$ cat src/rtl/viterbi_codec.sv
// Rate-1/2 K=3 (7,5) convolutional encoder plus 4-state hard-decision Viterbi decoder.
// Latency: encoder 1 cycle; decoder TB_DEPTH accepted symbols (register-exchange survivors).
// Backpressure: none; each path advances only on its enable and holds all state otherwise.
module viterbi_codec #(
    parameter int TB_DEPTH = 16,
    parameter int PM_W     = 8
) (
    input  logic       clk,
    input  logic       rst,
    input  logic       enc_enable_i,
    input  logic       enc_d_in,
    output logic       enc_valid_o,
    output logic [1:0] enc_d_out,
    input  logic       dec_enable_i,
    input  logic [1:0] dec_d_in,
    output logic       dec_d_out
);

    typedef logic [PM_W-1:0]     pm_t;
    typedef logic [PM_W:0]       acs_t;
    typedef logic [TB_DEPTH-1:0] sv_t;

    // Expected {g1, g0} symbol leaving trellis state p on input bit u.
    function automatic logic [1:0] exp_sym(input logic u, input logic [1:0] p);
        return {u ^ p[1] ^ p[0], u ^ p[0]};
    endfunction

    function automatic logic [1:0] ham(input logic [1:0] d);
        return {1'b0, d[1]} + {1'b0, d[0]};
    endfunction

    // ------------------------------------------------------------------
    // Encoder
    // ------------------------------------------------------------------
    logic [1:0] enc_st;

    always_ff @(posedge clk) begin
        if (!rst) begin
            enc_st      <= 2'b00;
            enc_valid_o <= 1'b0;
            enc_d_out   <= 2'b00;
        end else if (enc_enable_i) begin
            enc_d_out   <= {enc_d_in ^ enc_st[1] ^ enc_st[0], enc_d_in ^ enc_st[0]};
            enc_st      <= {enc_d_in, enc_st[1]};
            enc_valid_o <= 1'b1;
        end else begin
            enc_valid_o <= 1'b0;
            enc_d_out   <= 2'b00;
        end
    end

    // ------------------------------------------------------------------
    // Decoder: add-compare-select, normalisation, register exchange
    // ------------------------------------------------------------------
    pm_t  pm     [4];
    sv_t  sv     [4];
    acs_t acs    [4];
    pm_t  pm_nxt [4];
    sv_t  sv_nxt [4];
    logic [3:0] sel;
    acs_t acs_m01, acs_m23, acs_min;

    for (genvar g = 0; g < 4; g++) begin : g_acs
        // Next state {u, x} is reached from {x, 0} or {x, 1} with input u.
        localparam logic [1:0] NS = 2'(g);
        localparam logic [1:0] P0 = {NS[0], 1'b0};
        localparam logic [1:0] P1 = {NS[0], 1'b1};

        logic [1:0] bm0, bm1;
        acs_t       c0, c1;

        assign bm0 = ham(dec_d_in ^ exp_sym(NS[1], P0));
        assign bm1 = ham(dec_d_in ^ exp_sym(NS[1], P1));
        assign c0  = acs_t'(pm[P0]) + acs_t'(bm0);
        assign c1  = acs_t'(pm[P1]) + acs_t'(bm1);
        // Strict compare so a tie keeps the {x,0} predecessor.
        assign sel[g]    = (c1 < c0);
        assign acs[g]    = sel[g] ? c1 : c0;
        assign sv_nxt[g] = {sel[g] ? sv[P1][TB_DEPTH-2:0] : sv[P0][TB_DEPTH-2:0], NS[1]};
        assign pm_nxt[g] = pm_t'(acs[g] - acs_min);
    end

    assign acs_m01 = (acs[1] < acs[0]) ? acs[1] : acs[0];
    assign acs_m23 = (acs[3] < acs[2]) ? acs[3] : acs[2];
    assign acs_min = (acs_m23 < acs_m01) ? acs_m23 : acs_m01;

    // Best state on the registered metrics, lowest index winning ties.
    logic [1:0] best_01, best_23, best;
    pm_t        best_v01, best_v23;

    assign best_01  = (pm[1] < pm[0]) ? 2'd1 : 2'd0;
    assign best_23  = (pm[3] < pm[2]) ? 2'd3 : 2'd2;
    assign best_v01 = pm[best_01];
    assign best_v23 = pm[best_23];
    assign best     = (best_v23 < best_v01) ? best_23 : best_01;

    always_ff @(posedge clk) begin
        if (!rst) begin
            for (int i = 0; i < 4; i++) begin
                pm[i] <= (i == 0) ? pm_t'(0) : pm_t'(16);
                sv[i] <= '0;
            end
            dec_d_out <= 1'b0;
        end else if (dec_enable_i) begin
            for (int i = 0; i < 4; i++) begin
                pm[i] <= pm_nxt[i];
                sv[i] <= sv_nxt[i];
            end
            dec_d_out <= sv[best][TB_DEPTH-1];
        end
    end

endmodule

$ cat config.mk
export PLATFORM = sky130hd
export DESIGN_NAME = viterbi_codec
export DESIGN_NICKNAME = d
export VERILOG_FILES = /design/src/rtl/viterbi_codec.sv
export SDC_FILE = /design/constraint.sdc
export NUM_CORES = 1
export LEC_CHECK = 0
export ABC_AREA = 1
export BUFFER_PORTS_ARGS = -buffer_cell sky130_fd_sc_hd__buf_2
export CAP_MARGIN = 30
export CORE_MARGIN = 8
export CORE_UTILIZATION = 57
export CTS_CLUSTER_DIAMETER = 30
export DETAILED_ROUTE_END_ITERATION = 6
export GPL_TIMING_DRIVEN = 1
export PLACE_DENSITY = 0.76
export SETUP_SLACK_MARGIN = 0.02
export SLEW_MARGIN = 10
export SYNTH_ARGS = -nofsm -noshare
export SYNTH_HDL_FRONTEND = slang
export SYNTH_SLANG_ARGS = --single-unit
$ cat constraint.sdc
create_clock -name clk -period 9.1 [get_ports clk]
set_input_delay 2.73 -clock clk [delete_from_list [all_inputs] [get_ports clk]]
set_output_delay 2.73 -clock clk [all_outputs]
set_load 0.02 [all_outputs]
==> summary.md, run 1 <==
| Metric | Value |
|---|---|
| Syn Inst Count | 1468 |
| Register-to-register setup slack | 2.57 ns |
| Synth unique cells | 51 |
| First-pass GRT wire length | 50100 um |
| ANT nets after route | 0 |
| Fillers | 1459 |
| Layout cells sized above 1 | 22.0% |
| RSZ-0062 raised after global routing | yes |
| Footprint of the multi-input gates | 0.00652 mm2 |
| Synth area leaders | edfxtp_1 (27%), nand2_1 (13%), ha_1 (12%) |
| Fin crit share | 97.0% |
| Top cells by count, synth | nand2_1 (353), nor2_1 (202), inv_1 (186) |
| Startpoint Class | primary input |
| Post-Syn Area | 0.00997 mm2 |
| Total global routing overflow | 0 |
| Outcome | finished, final reports clean |
| CTS H-tree lvls | 3 |
| Most common cell in the netlist | nand2_1 |
| MaxCap Viol Count | 0 |
| Min-Delay Endpoint | sv[2][0] |
| Initial antenna violation count | 0 |
| Number of synthesized register bits | 98 |
| Area of the core | 0.0172 mm2 |
| CTS root buffer | clkbuf_16 |
| Worst reg2reg startpoint | pm[1][1] |
| Post-DP HPWL | 25300 um |
| Die width | 148 um |
| Initial core utilization | 58.1% |
| CTS tree | yes |
| Worst reg2reg endpoint | pm[2][6] |
| Max Fclk | 113 MHz |
| Largest stage delay on the critical path | 0.31 ns |
| Die H | 148 um |
| Worst slew pin tran | 0.648 ns |
| Core Rows | 48 |
| Largest net degree at the start of global routing | 73 |
| Crit-path slowest cell | ha_1 |
| Async set-reset flop share out of synthesis | 0% |
| Vias in the first global route | 9888 |
| Post-synth EDFFs | 91 |
| Worst-Skew Late Latency | 0.36 ns |
| Warnings from Yosys | 0 |
| Register area share after synthesis | 28.8% |
| Yosys top cell area share | 27.4% |
| CP max FO | 9 |
| Avg Vias per Cell | 5.49 |
| Synthesized net count | 1568 |
| DR vias | 10400 |
| Detailed Route WL | 32300 um |
| Total Routing Usage GR | 28.9% |
| Worst setup path class | in2reg |
| Die area | 0.0220 mm2 |
| Register area | 0.00287 mm2 |
| Hold Path Stages | 2 |
| Area growth, synth to finish | 24.6% |
| CP arrival | 8.94 ns |
| Worst setup EP type | register |
| Clock buffer depth | 2 |
| ANT cells | 0 |
| Total CTS buffers | 9 |
| Avg Inst Size Synth | 6.79 um2 |
| Final hold vios | 0 |
| Initial DRC count | 802 |
| Pins Over Slew Limit | 0 |
| Clk_skew | 0.00828 ns |
| I/O pins | 11 |
| Reg clk slew, reported paths | 0.08 ns |
| R2r worst-path depth | 42 |
| Gpl congestion | 1.03 |
| Setup TNS | 0 ns |
| Primary FF master, synth | edfxtp_1 |
| Worst path most repeated cell | buf_4 |
| Yosys top cell by area | edfxtp_1 |
| Sink Count | 98 |
| Max_slew headroom | 56.8% |
| Endpoints failing setup | 0 |
| Drt pass-1 iters | 5 |
| Req. time, crit path | 9.21 ns |
| WL/cell | 17.0 um |
| DR DRC count | 0 |
| I/O Buffers | 10 |
| Tmin final | 8.83 ns |
| Fin nets | 1768 |
| HP Start | sv[2][0] |
| Hold buffers post-CTS | 0 |
| HP Class | reg2reg |
[layout by cell type, fill, tap and decap left out, types with 4 or more instances in the layout]
cell       synthesis  routed
a21oi_2            3      12
and2_1             4       4
nand2_2           28      33
o21ai_0          113      92
ha_4               0       4
nand3_2            6       7
nand3_1          147     145
nor3_2             0       5
o21ai_1           12      22
o21a_1             6       6
clkinv_1           6       5
dfxtp_1            7       7
nor2_1           202     196
buf_2              2      11
nor3_1            13       8
o211ai_1           4       4
nand4_1           17      17
xor2_1            40      36
clkbuf_16          0       9
nor2_2             5      11
o21ai_2            4      13
edfxtp_1          91      91
nand2_4            4       8
xor2_2             0       4
ha_1              93      86
buf_6              2       4
a21oi_1           47      37
o21bai_1           6       6
nand2_1          353     345
inv_1            186     181
buf_4              2     203
inv_2              6      11
[cells by family (layout without fill, tap and decap cells)]
group	Yosys count	count (layout)	synth area share, %
simple gates	792	793	34.8
buf+inv	231	435	9.06
compound gates	210	210	11.8
flops	98	98	28.8
fa+ha+maj	93	93	11.7
xor+xnor	43	43	3.78
mux	1	1	0.100
[cell type report]
type | count | share of cell area [%]
tap | 225 | 2.26
inverter | 198 | 6.01
timing repair buffer | 221 | 13.6
multi-input combinational | 1140 | 52.4
clock inverter | 7 | 0.765
clock buffer | 9 | 1.81
sequential | 98 | 23.1
[critical path: cells and delay by family]
family          cells  cell delay, ns
fa+ha+maj           7            1.81
simple gates       19            1.72
buf+inv            14            1.66
compound gates      6            1.02
[layer usage]
metal | GRT usage (%) | share of wire (%) | routed length (um) | vias to the layer above
li1 | - | - | - | 5211
met1 | 36.2 | 42 | 13700 | 4740
met2 | 48.2 | 47 | 15300 | 383
met3 | 4.53 | 6.5 | 2090 | 78
met4 | 13.0 | 3.8 | 1220 | 0
met5 | 0 | 0 | 0 | -
[registers in the layout, summed over array words and instances (netlist names)]
register     count
dec_d_out        1
pm              32
enc_st           2
sv              60
enc_d_out        2
enc_valid_o      1
[timing repair]
item,CTS,global route
cloned,0,2
setup endpoints to repair,14,28
setup buffers,0,12
pin swaps,0,13
resized for setup,2,91
[worst max path at each step]
stage	slack, ns	cells after the start	to	start
floorplan	0.04	40	pm[2][4]	dec_d_in[0]
global placement	-0.32	40	pm[2][4]	dec_d_in[0]
detailed placement	-0.42	40	pm[0][7]	dec_d_in[0]
CTS	0.02	46	pm[2][6]	dec_d_in[0]
global route	-0.17	46	pm[0][7]	dec_d_in[1]
finish	0.27	46	pm[2][6]	dec_d_in[0]
[through the flow]
step           util (%)  area (um2)  cells  setup WS [ns]  hold slack, ns
6_report           72.4       12400   1898          0.274           0.499
5_1_grt            72.4       12400   1898         -0.174           0.521
4_1_cts            69.9       12000   1884         0.0204           0.504
3_5_place_dp       68.1       11700   1868         -0.419           0.485
3_3_place_gp       67.9       11700   1867         -0.321           0.471
2_1_floorplan         -        9990   1468         0.0365           0.452
Power of run 1 is not shown: default switching activity piles up to over one toggle a cycle in this logic, so the estimate is an artifact.
==> run 2: changes to the inputs <==
Settings changed: CORE_UTILIZATION 57 to 41, GPL_ROUTABILITY_DRIVEN set to 0, PLACE_DENSITY 0.76 to not set.
Clock period 9.1 ns to 10.3 ns, I/O delays scaled along.
==> run 2 against run 1 <==
Net effect: clock-buffer cell count is the same; design area shrank 12%; final cell count shrank 3.9%; largest cell class unchanged; setup slack gained 0.30 ns; critical path type unchanged; first-iteration DRC count grew 11%; global-route usage shrank 8.7 points; highest routed layer unchanged; worst hold slack gained 0.0042 ns; sequential share of layout area grew 3.3 points.
==> summary.md, run 2 (synthesis results as in run 1) <==
| Metric | Value |
|---|---|
| Worst setup endpoint | pm[2][4] |
| ANT nets after route | 0 (unchanged) |
| Largest stage delay on the critical path | 0.36 ns (+0.05 ns) |
| Total Routing Usage GR | 20.2% (-8.7 points) |
| Total global routing overflow | 0 (unchanged) |
| Max FFs per register | 60 (unchanged) |
| Crit path from | dec_d_in[0] |
| I/O pins | 11 (unchanged) |
| Clk_skew | 0.0162 ns (+0.00796 ns) |
| Clock buffer depth | 2 (unchanged) |
| Worst setup path class | in2reg |
| Worst setup EP type | register |
| Placement Cell Area | 0.0105 mm2 (-9.8%) |
| Initial core utilization | 41.4% (-17 points) |
| Total CTS buffers | 9 (unchanged) |
| CP arrival | 9.79 ns (+0.85 ns) |
| Fin crit share | 94.5% |
| Req. time, crit path | 10.37 ns (+1.16 ns) |
| Startpoint Class | primary input |
| WL/cell | 16.2 um (-4.8%) |
| Avg Vias per Cell | 5.24 (-4.5%) |
| First-pass GRT wire length | 46200 um (-7.8%) |
| HP Class | reg2reg |
| Fin nets | 1595 (-9.8%) |
| Register-to-register setup slack | 3.37 ns (+0.80 ns) |
| Worst slew pin tran | 0.925 ns (+0.278 ns) |
| R2r worst-path depth | 44 (+4.8%) |
| Tmin final | 9.73 ns |
| I/O Buffers | 10 (unchanged) |
| Final setup margin | 0.571 ns (+0.296 ns) |
| Registers with the most flip-flops | sv: 60 flops, pm: 32 flops |
| Core Rows | 57 (+19%) |
| Vias in the first global route | 8822 (-11%) |
| Outcome | finished, final reports clean |
| Commonest non-fill, non-tap cell in the layout | nand2_1 |
| Area of the core | 0.0241 mm2 (+40%) |
| Pre-CTS setup slack | -0.376 ns (+0.0426 ns) |
| Worst reg2reg endpoint | pm[2][4] |
| Max_slew headroom | 38.3% (-19 points) |
| Area growth, synth to finish | 9.19% |
| Sink Count | 98 (unchanged) |
| Endpoints failing setup | 0 (unchanged) |
| CP max FO | 15 (+6) |
| Final hold slack | 0.503 ns (+0.00425 ns) |
| Detailed Route WL | 29600 um (-8.5%) |
| Initial DRC count | 890 (+11%) |
| Post-DP HPWL | 23500 um (-7.0%) |
| Pins Over Slew Limit | 0 (unchanged) |
| DR DRC count | 0 (unchanged) |
| Hold buffers post-CTS | 0 (unchanged) |
| Worst reg2reg startpoint | pm[0][1] |
| Drt pass-1 iters | 7 (+2) |
| Critical path's top delay family | simple AND/OR/NAND/NOR gates |
| CTS tree | yes |
| Crit-path slowest cell | ha_1 |
| Reg clk slew, reported paths | 0.09 ns (about the same) |
| Most flops, register | sv |
| Final Instance Area | 0.0109 mm2 (-12%) |
| CTS H-tree lvls | 3 (unchanged) |
| CTS root buffer | clkbuf_16 |
| Final hold vios | 0 (unchanged) |
| Buffers and inverters on the worst path | 13 (-1) |
| Die H | 172 um (+16%) |
| ANT cells | 0 (unchanged) |
| DR vias | 9556 (-8.2%) |
| Die area | 0.0296 mm2 (+35%) |
| RSZ-0062 raised after global routing | no |
| Die width | 172 um (+16%) |
| Worst-Skew Late Latency | 0.37 ns (about the same) |
| Fillers | 2531 (+73%) |
| Layout cells sized above 1 | 9.20% (-13 points) |
| MaxCap Viol Count | 0 (unchanged) |
| Largest net degree at the start of global routing | 73 (unchanged) |
| Max Fclk | 103 MHz |
| Levels on crit path | 45 (-2.2%) |
| Most frequent cells in the layout | nand2_1 (353), nor2_1 (202), inv_1 (186), nand3_1 (146), o21ai_0 (103) |
| Initial antenna violation count | 0 (unchanged) |
==> run 2: area by class of cell <==
class | count | area [um2] | share of cell area (%)
clock inverters | 7 | 76.3 | 0.701
well taps | 324 | 405 | 3.72
multi-input cells | 1140 | 6230 | 57.2
inverters | 198 | 743 | 6.82
repair buffers | 48 | 335 | 3.08
clock buffers | 9 | 225 | 2.07
flip-flops and latches | 98 | 2870 | 26.4
==> run 2: what timing repair did <==
item                       4_1_cts  5_1_grt
buffers inserted                 0        2
pin swaps                        0        2
resized for setup                1       14
cloned                           0        1
setup endpoints to repair        1       25
==> run 2: worst min-delay path by stage <==
stage                          from         to  slack (ns)  depth (start not counted)
after floorplan            sv[2][0]   sv[2][0]        0.45                          2
after global placement    dec_d_out  dec_d_out        0.47                          1
after detailed placement  dec_d_out  dec_d_out        0.48                          1
after CTS                 dec_d_out  dec_d_out        0.51                          1
after global routing      dec_d_out  dec_d_out        0.54                          1
final                      sv[2][0]   sv[2][0]        0.50                          2
==> run 2: per-layer routing <==
layer | global-route usage (%) | vias to the layer above | wire length (um)
met5 | 0 | - | 0
met4 | 9.82 | 0 | 1300
met3 | 2.26 | 65 | 1380
met2 | 34.7 | 250 | 13900
met1 | 25.0 | 4360 | 13000
li1 | - | 4881 | -
==> run 2: per-stage QoR <==
stage / util [%] / setup TNS (ns) / std cells
2_1_floorplan: - / 0 / 1468
3_3_place_gp: 43.8 / -1.27 / 1805
3_5_place_dp: 43.8 / -3.16 / 1805
4_1_cts: 45.0 / 0 / 1821
5_1_grt: 45.2 / 0 / 1824
6_report: 45.2 / 0 / 1824
==> run 2: tightest hold or removal path, cell delays in order (launching register included) <==
cell and delay, ns:
dfxtp_1 0.30, inv_1 0.09, a21oi_1 0.07
Power of run 2 is left out for the same reason.
==> run 3: changes to the inputs <==
Settings changed: ABC_AREA 1 to not set.
==> run 3 against run 2 <==
Net effect: the run now ends with negative setup slack left; setup slack worse by 0.60 ns; register-to-register slack worse by 0.93 ns; final cell count down 7.9%; flip-flop and latch count unchanged; routed wire length up 7.3%; worst hold slack worse by 0.021 ns; sequential share of layout area down 5.0 points; synthesized area down 2.5%.
==> summary.md, run 3 <==
| Metric | Value |
|---|---|
| Async set-reset flop share out of synthesis | 0% (unchanged) |
| Layout cells sized above 1 | 35.1% (+26 points) |
| Post-Syn Area | 0.00972 mm2 (-2.5%) |
| RSZ-0062 raised after global routing | yes |
| Warnings from Yosys | 0 (unchanged) |
| Initial core utilization | 41.5% (+0.16 points) |
| Vias in the first global route | 8629 (-2.2%) |
| Buffers and inverters on the worst path | 9 (-4) |
| WL/cell | 18.9 um (+16%) |
| Critical path's top delay family | compound AO/OA/AOI/OAI gates |
| Outcome | complete, but fails checks |
| Endpoints failing setup | 2 (+2) |
| Most frequent cells in the layout | buf_4 (254), nor2_1 (114), edfxtp_1 (91), nand2_1 (83), a21oi_1 (73) |
| Registers with the most flip-flops | sv: 60 flops, pm: 32 flops |
| DR DRC count | 0 (unchanged) |
| Largest stage delay on the critical path | 0.45 ns (+0.09 ns) |
| Final Instance Area | 0.0134 mm2 (+23%) |
| Yosys top cell by area | edfxtp_1 |
| Worst reg2reg endpoint | pm[2][7] |
| Hold Path Stages | 1 (-1) |
| Worst-Skew Late Latency | 0.37 ns (about the same) |
| CTS root buffer | clkbuf_16 |
| Max_slew headroom | 43.1% (+4.8 points) |
| Min-Delay Endpoint | sv[2][0] |
| I/O pins | 11 (unchanged) |
| Initial antenna violation count | 0 (unchanged) |
| Startpoint Class | primary input |
| Yosys top cell area share | 28.1% (+0.71 points) |
| Fin crit share | 100% (+5.8 points) |
| Die width | 170 um (-1.2%) |
| HP Start | sv[2][0] |
| First-pass GRT wire length | 46900 um (+1.5%) |
| Worst slew pin tran | 0.854 ns (-0.0714 ns) |
| CTS tree | yes |
| Drt pass-1 iters | 5 (-2) |
| Register-to-register setup slack | 2.44 ns (-0.93 ns) |
| Total Routing Usage GR | 20.8% (+0.54 points) |
| Sink Count | 98 (unchanged) |
| Synth area leaders | edfxtp_1 (28%), ha_1 (12%), mux2i_1 (6.9%) |
| CP arrival | 10.41 ns (+0.62 ns) |
| Core Rows | 56 (-1.8%) |
| Avg Vias per Cell | 5.62 (+7.2%) |
| Reg clk slew, reported paths | 0.07 ns (-0.02 ns) |
| Max FFs per register | 60 (unchanged) |
| Crit path from | dec_d_in[0] |
| Final hold slack | 0.482 ns (-0.0212 ns) |
| Setup TNS | -0.0309 ns (-0.0309 ns) |
| ANT nets after route | 0 (unchanged) |
| I/O Buffers | 10 (unchanged) |
| Area of the core | 0.0234 mm2 (-2.9%) |
| DR vias | 9438 (-1.2%) |
| Req. time, crit path | 10.38 ns (about the same) |
| Total CTS buffers | 9 (unchanged) |
| Worst path most repeated cell | ha_4 |
| Synth unique cells | 85 (+67%) |
| Crit-path slowest cell | or4_4 |
| Worst setup path class | in2reg |
| Post-synth EDFFs | 91 (unchanged) |
| Avg Inst Size Synth | 8.77 um2 (+29%) |
| Syn Inst Count | 1109 (-24%) |
| MaxCap Viol Count | 0 (unchanged) |
| Register area share after synthesis | 29.5% (+0.75 points) |
| Met1 Resource Use GR | 28.0% (+2.9 points) |
| Busiest grt layer | met2 |
| Number of synthesized register bits | 98 (unchanged) |
| Fin nets | 1456 (-8.7%) |
| Worst setup EP type | register |
| Hold buffers post-CTS | 0 (unchanged) |
| Clock buffer depth | 2 (unchanged) |
| Post-DP HPWL | 23800 um (+1.4%) |
| Initial DRC count | 703 (-21%) |
| Placement Cell Area | 0.0121 mm2 (+15%) |
| Total global routing overflow | 0 (unchanged) |
| Worst reg2reg startpoint | pm[1][1] |
| Synthesized net count | 1209 (-23%) |
| Top cells by count, synth | nor2_1 (125), a21oi_1 (95), ha_1 (93) |
| Met2 Track Usage GR | 34.1% (-0.61 points) |
| Die H | 170 um (-1.2%) |
| ANT cells | 0 (unchanged) |
| Most common cell in the netlist | nor2_1 |
| Pins Over Slew Limit | 0 (unchanged) |
| Most flops, register | sv |
| Primary FF master, synth | edfxtp_1 |
| Final setup margin | -0.0243 ns (-0.595 ns) |
| Area growth, synth to finish | 38.3% |
| CTS H-tree lvls | 3 (unchanged) |
| Largest net degree at the start of global routing | 80 (+9.6%) |
| Die area | 0.0289 mm2 (-2.3%) |
| Commonest non-fill, non-tap cell in the layout | buf_4 |
| Max Fclk | 96.9 MHz (-5.8%) |
| Tmin final | 10.32 ns (+0.595 ns) |
| HP Class | reg2reg |
| Failing checks | negative setup slack |
| R2r worst-path depth | 37 (-16%) |
| Met3 Usage GRT | 1.90% (-0.36 points) |
| Final hold vios | 0 (unchanged) |
| Detailed Route WL | 31700 um (+7.3%) |
| CP max FO | 6 (-9) |
| Clk_skew | 0.0152 ns (-0.000995 ns) |
run 3: area by class of cell:
cell class / count / area [um2]
fillers: 2107 / 9960
clock buffers: 9 / 225
multi-input cells: 907 / 7460
inverters: 63 / 249
clock inverters: 7 / 62.6
well taps: 319 / 399
flip-flops and latches: 98 / 2870
repair buffers: 277 / 2180
run 3: how the worst max path moves through the flow:
stage          endpoint  cells past startpoint
2_1_floorplan  pm[0][6]                     44
3_3_place_gp   pm[3][6]                     38
3_5_place_dp   pm[3][6]                     38
4_1_cts        pm[2][7]                     40
5_1_grt        pm[2][7]                     48
6_report       pm[2][7]                     42
run 3: worst register-to-register path: cells and delay by family, from the launching register on:
| kind | cells | cell delay [ns] |
|---|---|---|
| flip-flops | 1 | 0.83 |
| AO/OA/AOI/OAI | 15 | 3.08 |
| buffers and inverters | 5 | 0.54 |
| adder cells (fa/ha/maj) | 3 | 0.70 |
| AND/OR/NAND/NOR | 12 | 2.05 |
| multiplexers | 1 | 0.22 |
| XOR/XNOR | 1 | 0.14 |
run 3: through the flow:
| stage | worst slack, ns | util (%) | std cells |
|---|---|---|---|
| 2_1_floorplan | 0.0165 | - | 1109 |
| 3_3_place_gp | -0.511 | 51.7 | 1631 |
| 3_5_place_dp | -0.584 | 51.7 | 1631 |
| 4_1_cts | 0.0247 | 53.6 | 1652 |
| 5_1_grt | -0.271 | 57.5 | 1680 |
| 6_report | -0.0243 | 57.5 | 1680 |
run 3: timing repair:
item	CTS	global route
cloned	0	1
setup buffers	5	26
endpoints found under the setup margin	11	26
resized for setup	29	125
pin swaps	8	54
run 3: routing by layer:
metal	part of all wire [%]	vias up	routed length, um
met1	44	4518	14000
met3	5.0	79	1590
met5	0	-	0
met2	47	293	14900
li1	-	4548	-
met4	3.7	0	1180
run 3: cells by family after synthesis:
kind of cell	after synthesis	synth area share [%]
simple gates	363	18.0
mux	76	7.94
fa+ha+maj	99	12.6
buf+inv	104	4.25
xor+xnor	75	6.90
compound gates	294	20.8
flops	98	29.5
Power of run 3 is left out for the same reason.
